**config.mk**
```make
export PLATFORM = sky130hd
export DESIGN_NAME = complete_arbiter
export DESIGN_NICKNAME = d
export VERILOG_FILES = /design/src/rtl/sys_defs.sv /design/src/rtl/lane_fifo.sv /design/src/rtl/complete_arbiter.sv
export SDC_FILE = /design/constraint.sdc
export NUM_CORES = 2
export LEC_CHECK = 0
export BUFFER_PORTS_ARGS = -buffer_cell sky130_fd_sc_hd__clkbuf_2
export CORE_AREA = 2 2 506 508
export CTS_BUF_LIST = sky130_fd_sc_hd__clkbuf_8 sky130_fd_sc_hd__clkbuf_16
export DETAILED_ROUTE_END_ITERATION = 10
export DIE_AREA = 0 0 508 510
export PLACE_DENSITY_LB_ADDON = 0.2
export SLEW_MARGIN = 20
export SYNTH_ARGS = -nofsm -noshare
export SYNTH_HDL_FRONTEND = slang
export SYNTH_SLANG_ARGS = --single-unit
```
**constraint.sdc**
```tcl
create_clock -name clk -period 6 [get_ports clk]
set_input_delay 0.6 -clock clk [delete_from_list [all_inputs] [get_ports clk]]
set_output_delay 0.6 -clock clk [all_outputs]
set_load 0.005 [all_outputs]
```
**src/rtl/sys_defs.sv**
```systemverilog
// Shared definitions for the completion stage: CDB/lane sizing constants,
// the execute packet carried from the FU lanes to the CDB, and the
// per-lane stall threshold rule.
package sys_defs;

    localparam int CDB_WIDTH    = 3;
    localparam int LANE_DEPTH   = 4;
    localparam int MULT_LANE    = 4;
    localparam int MULT_LATENCY = 2;

    localparam int XLEN     = 32;
    localparam int PRN_BITS = 6;
    localparam int ROB_BITS = 5;

    typedef struct packed {
        logic                packet_valid;
        logic [XLEN-1:0]     result;
        logic [PRN_BITS-1:0] dest_prn;
        logic [ROB_BITS-1:0] rob_entry;
    } EXECUTE_PACKET;

    // Occupancy at which a lane must stall issue. The pipelined multiplier
    // keeps MULT_LATENCY more packets in flight, so it stalls that much earlier.
    function automatic int stall_threshold(input int lane, input int mult_lane,
                                           input int depth, input int mult_latency);
        return (lane == mult_lane) ? depth - 1 - mult_latency : depth - 1;
    endfunction

endpackage

```
**src/rtl/lane_fifo.sv**
```systemverilog
// Per-lane completion buffer: circular storage with head/tail pointers and an
// explicit occupancy count. Pushing into a full lane is only accepted when the
// head pops on the same edge; otherwise the packet is dropped and flagged.
module lane_fifo
    import sys_defs::*;
#(
    parameter int DEPTH    = LANE_DEPTH,
    parameter int CNT_BITS = $clog2(DEPTH) + 1
) (
    input  logic                clk,
    input  logic                rst,
    input  logic                flush,
    input  EXECUTE_PACKET       in_pkt,
    input  logic                pop,
    output EXECUTE_PACKET       head_pkt,
    output logic                empty,
    output logic [CNT_BITS-1:0] count_next
);

    localparam int PTR_BITS = $clog2(DEPTH);

    EXECUTE_PACKET       mem [0:DEPTH-1];
    logic [PTR_BITS-1:0] head;
    logic [PTR_BITS-1:0] tail;
    logic [CNT_BITS-1:0] count;
    logic                full;
    logic                push;
    logic                do_pop;

    // Occupancy flags, accepted push/pop and the post-edge count.
    always_comb begin
        // NOTE: every output of a combinational block gets a value on every path, otherwise a latch is inferred.
        full       = (count == CNT_BITS'(DEPTH));
        empty      = (count == '0);
        do_pop     = pop && !empty;
        push       = in_pkt.packet_valid && (!full || do_pop);
        count_next = count + CNT_BITS'(push) - CNT_BITS'(do_pop);
        head_pkt   = mem[head];
    end

    // Pointer and count state; flush and reset both empty the lane.
    always_ff @(posedge clk) begin
        // NOTE: sequential state uses non-blocking assignments so every register samples pre-edge values.
        if (rst || flush) begin
            head  <= '0;
            tail  <= '0;
            count <= '0;
        end else begin
            if (push)
                tail <= tail + PTR_BITS'(1);
            if (do_pop)
                head <= head + PTR_BITS'(1);
            count <= count_next;
        end
    end

    // Storage write; when full with a same-edge pop, tail aliases the slot being vacated.
    always_ff @(posedge clk) begin
        // NOTE: the storage array is deliberately not reset; the count decides which entries are meaningful.
        if (push && !(rst || flush))
            mem[tail] <= in_pkt;
    end

    // A well-behaved issue stage never pushes into a full lane that is not popping.
    overflow_check: assert property (@(posedge clk) disable iff (rst || flush)
                                     !(in_pkt.packet_valid && full && !do_pop));

endmodule

```
**src/rtl/complete_arbiter.sv**
```systemverilog
// Completion-stage arbiter: buffers up to ISSUE_WIDTH FU results per cycle in
// per-lane FIFOs, grants up to CDB_WIDTH lane heads per cycle in round-robin
// order onto a registered CDB, and produces registered per-lane stalls.
module complete_arbiter #(
    parameter int ISSUE_WIDTH  = 7,
    parameter int CDB_WIDTH    = sys_defs::CDB_WIDTH,
    parameter int LANE_DEPTH   = sys_defs::LANE_DEPTH,
    parameter int MULT_LANE    = sys_defs::MULT_LANE,
    parameter int MULT_LATENCY = sys_defs::MULT_LATENCY
) (
    input  logic                    clk,
    input  logic                    rst,
    input  logic                    pipe_flush,
    input  sys_defs::EXECUTE_PACKET execute_pkt [0:ISSUE_WIDTH-1],
    output logic [ISSUE_WIDTH-1:0]  lane_stall,
    output sys_defs::EXECUTE_PACKET cdb_pkt     [0:CDB_WIDTH-1]
);

    localparam int LANE_BITS = $clog2(ISSUE_WIDTH);
    localparam int SLOT_BITS = $clog2(CDB_WIDTH + 1);
    localparam int CNT_BITS  = $clog2(LANE_DEPTH) + 1;
    localparam logic [LANE_BITS-1:0] LAST_LANE = LANE_BITS'(ISSUE_WIDTH - 1);

    sys_defs::EXECUTE_PACKET head_pkt  [0:ISSUE_WIDTH-1];
    sys_defs::EXECUTE_PACKET cdb_next  [0:CDB_WIDTH-1];
    logic [CNT_BITS-1:0]     count_next [0:ISSUE_WIDTH-1];
    logic [ISSUE_WIDTH-1:0]  lane_empty;
    logic [ISSUE_WIDTH-1:0]  grant;
    logic [ISSUE_WIDTH-1:0]  stall_next;
    logic [LANE_BITS-1:0]    rr_ptr;
    logic [LANE_BITS-1:0]    rr_next;
    logic [LANE_BITS-1:0]    scan_lane;
    logic [SLOT_BITS-1:0]    slot;
    logic                    clear;

    assign clear = rst || pipe_flush;

    for (genvar g = 0; g < ISSUE_WIDTH; g++) begin : g_lane
        localparam int THRESH = sys_defs::stall_threshold(g, MULT_LANE, LANE_DEPTH, MULT_LATENCY);

        lane_fifo #(
            .DEPTH    (LANE_DEPTH),
            .CNT_BITS (CNT_BITS)
        ) u_fifo (
            .clk        (clk),
            .rst        (rst),
            .flush      (pipe_flush),
            .in_pkt     (execute_pkt[g]),
            .pop        (grant[g]),
            .head_pkt   (head_pkt[g]),
            .empty      (lane_empty[g]),
            .count_next (count_next[g])
        );

        // Stall leaves room for the packets issue can still have in flight to this lane.
        assign stall_next[g] = (count_next[g] >= CNT_BITS'(THRESH));
    end

    // Round-robin scan from rr_ptr: the first CDB_WIDTH non-empty lanes fill slots in order.
    always_comb begin
        grant     = '0;
        rr_next   = rr_ptr;
        scan_lane = rr_ptr;
        slot      = '0;
        for (int s = 0; s < CDB_WIDTH; s++)
            cdb_next[s] = '0;
        for (int k = 0; k < ISSUE_WIDTH; k++) begin
            if (!lane_empty[scan_lane] && slot < SLOT_BITS'(CDB_WIDTH)) begin
                grant[scan_lane] = 1'b1;
                cdb_next[slot]   = head_pkt[scan_lane];
                slot             = slot + SLOT_BITS'(1);
                rr_next          = (scan_lane == LAST_LANE) ? '0 : scan_lane + LANE_BITS'(1);
            end
            scan_lane = (scan_lane == LAST_LANE) ? '0 : scan_lane + LANE_BITS'(1);
        end
    end

    // CDB, stall and round-robin registers; reset and flush squash everything in flight.
    always_ff @(posedge clk) begin
        if (clear) begin
            rr_ptr     <= '0;
            lane_stall <= '0;
            for (int s = 0; s < CDB_WIDTH; s++)
                cdb_pkt[s] <= '0;
        end else begin
            rr_ptr     <= rr_next;
            lane_stall <= stall_next;
            for (int s = 0; s < CDB_WIDTH; s++)
                cdb_pkt[s] <= cdb_next[s];
        end
    end

endmodule

```
==> metrics.yaml <==
setup_viol: 0
r2r_start: "rr_ptr[1]"
worstHoldStart: "execute_pkt[106]"
port_buffers: 449
ir_worst_vdd_mv: 0.815
total_power_mw: 54.9
fp.dieH_um: 510
wire_per_inst_um: 34.7
multi_input_area_um2: 32500
routed_via_density: 5.97
synth_fp_nets: 6799
period_share_pct: 99.4
synth_edf_count: 1232
clock-sinks: 1437
drc: 0
grt_max_degree: 147
syn_inst: 6425
ant_nets: 0
critical_path.startpoint: "rr_ptr[1]"
fin_crit_ns: 5.96
ys_seq_elements: 1437
cpMaxStageDelayCell: "dfxtp_4"
cp.arrival_ns: 6.67
ys_top_cells_by_area: "edfxtp_1 49%, mux4_2 10%, nand2_1 5.7%"
core_um2: 253000
antenna_found_initial: 90
cpPeakStageDelay_ns: 0.45
drtIter0Drc: 10200
synth_area_um2: 75800
area_growth_syn_to_layout_pct: 22.6
synth_top_area_share_pct: 48.8
ys_async_sr_fraction_pct: 0
cpLargestDelayFamily: "compound AO/OA/AOI/OAI gates"
cts_setup_buffers: 0
drive_gt1_share_pct: 23.2
ys_warn_count: 0
regArea_um2: 41100
grt_first_pass_wirelength_mm: 506
place_area_um2: 84500
synth_top_area_cell: "edfxtp_1"
design_area_um2: 92900
htreeDepth: 4
synth_ff_type: "edfxtp_1"
relSlewSlack_pct: 21.6
dr.pass1.iters: 9
rows: 185
cts_root_buf: "clkbuf_16"
numCtsBuffers: 157
setup.worst_path.class: "flip-flop to flip-flop"
start_util_pct: 29.9
vias: 64300
syn_avg_cell_area_um2: 11.8
nNetsFinal: 7596
drt-total-wl_mm: 374
globalRouteOverflowTotal: 0
clk_latency_ns: 0.90
place_congestion: 1.05
cts_tree: "built"
worstMarginPinSlew_ns: 1.14
ioPinCount: 450
final_common_cell: "edfxtp_1"
crit_chain: "inv_2, ha_4, buf_12, buf_4, nor2b_1, o221a_2, mux2i_1, a22oi_1, buf_4, a21o_1, a21boi_2, a22o_2, buf_4, a211oi_2, buf_4, or3_1, nand2_1, ha_1, fa_1, xnor2_1, nor2_1, a21o_1"
clkTransAtPathRegs_ns: 0.08
critPathMostFrequentCell: "buf_4"
hold_path_class: "input pin to flip-flop"
dieArea_um2: 259000
gr-usage-all-layers_pct: 28.0
grt_pass1_vias: 59800
synth.distinct_cells: 98
cp_max_fo: 41
cts_buffer_depth: 3
cp-start-kind: "flip-flop"
fmax_mhz: 168
status: "completed"
hold_violations: 0
yosysSeqAreaShare_pct: 54.2
die_x_um: 508
worstSetupEndpointType: "flip-flop"
power_density_nw_per_um2: 591
leakagePower_nw: 32.1
mostFrequentLayoutCells: "1232 x edfxtp_1, 1141 x nand2_1, 449 x clkbuf_2, 436 x a21oi_1, 403 x buf_4"
finClkSkew_ns: 0.0972
maxSlewViolCount: 0
crit_required_ns: 6.71
fillers: 24700
drv_cap: 0
hpwl_mm: 270
cp_num_buf_inv: 6
==> layout make-up <==
class                      instances  share of cell area (%)
antenna                           41                   0.110
inverter                          65                   0.264
clock buffer                     162                    4.30
tap                             3366                    4.53
timing repair buffer            1219                    10.3
clock inverter                   126                    1.25
multi-input combinational       4342                    35.0
sequential                      1437                    44.3
==> metrics by stage <==
stage	util (%)	worst slack [ns]	setup TNS [ns]	instances	hold WS (ns)
after CTS	36.6	0.130	0	10700	0.00120
after detailed placement	33.4	0.249	0	10100	0.470
after global routing	36.6	-0.00370	-0.00370	10700	0.0407
after global placement	33.4	0.269	0	10100	0.464
final	36.7	0.0387	0	10800	0.0690
after floorplan	-	0.0148	0	6425	0.446
==> final timing paths <==
check / to / slack, ns / cells past startpoint
setup / recovery: lane_stall[6] / 0.04 / 22
hold / removal: g_lane[4].u_fifo.mem[3][18] / 0.07 / 1
setup reg to reg: lane_stall[6] / 0.04 / 22
hold reg to reg: flip-flop / 0.47 / 2
==> worst register-to-register path, stage by stage, from the launching register on <==
cell      delay [ns]
dfxtp_4         0.45
inv_2           0.10
ha_4            0.31
buf_12          0.31
buf_4           0.47
nor2b_1         0.24
o221a_2         0.40
mux2i_1         0.35
a22oi_1         0.19
buf_4           0.18
a21o_1          0.18
a21boi_2        0.17
a22o_2          0.33
buf_4           0.16
a211oi_2        0.45
buf_4           0.25
or3_1           0.13
nand2_1         0.05
ha_1            0.19
fa_1            0.40
xnor2_1         0.18
nor2_1          0.07
a21o_1          0.19
==> sequential cells by signal (all words and copies together), names as in the netlist, named ones only <==
name,cells
lane_stall,7
rr_ptr,3
g_lane.u_fifo.count,21
g_lane.u_fifo.tail,14
g_lane.u_fifo.head,14
cdb_pkt,132
g_lane.u_fifo.mem,1232
==> power by group <==
group          switching [mW]  internal (mW)
clock                    4.23           5.31
sequential              0.434           11.4
combinational            22.9           10.7
==> synthesized netlist by cell type (140+ instances only) <==
cell type     n
mux2i_1     257
a221oi_1    153
nand3_1     140
a21oi_1     441
clkbuf_1    436
nor2_1      205
edfxtp_1   1232
dfxtp_1     205
nand2_1    1147
mux4_2      347
o21ai_0     320
a211oi_1    183
==> routing by layer <==
layer	up-vias	part of all wire [%]	track usage [%]
met5	-	0.13	0
met4	74	5.2	12.4
met3	783	13	10.6
met2	4302	39	37.4
met1	32300	43	39.6
li1	26800	-	-
==> repair_timing <==
action,4_1_cts,5_1_grt
hold buffers,307,0
gates resized for setup,0,3
endpoints found under the hold margin,1225,0
setup endpoints to repair,0,5
==> logic make-up after synthesis <==
| group | synth area share, % |
|---|---|
| xor+xnor | 0.196 |
| buf+inv | 3.36 |
| simple gates | 9.84 |
| compound gates | 16.4 |
| mux | 14.8 |
| fa+ha+maj | 1.11 |
| flops | 54.2 |
No activity file was read; power rests on OpenSTA's default activity.
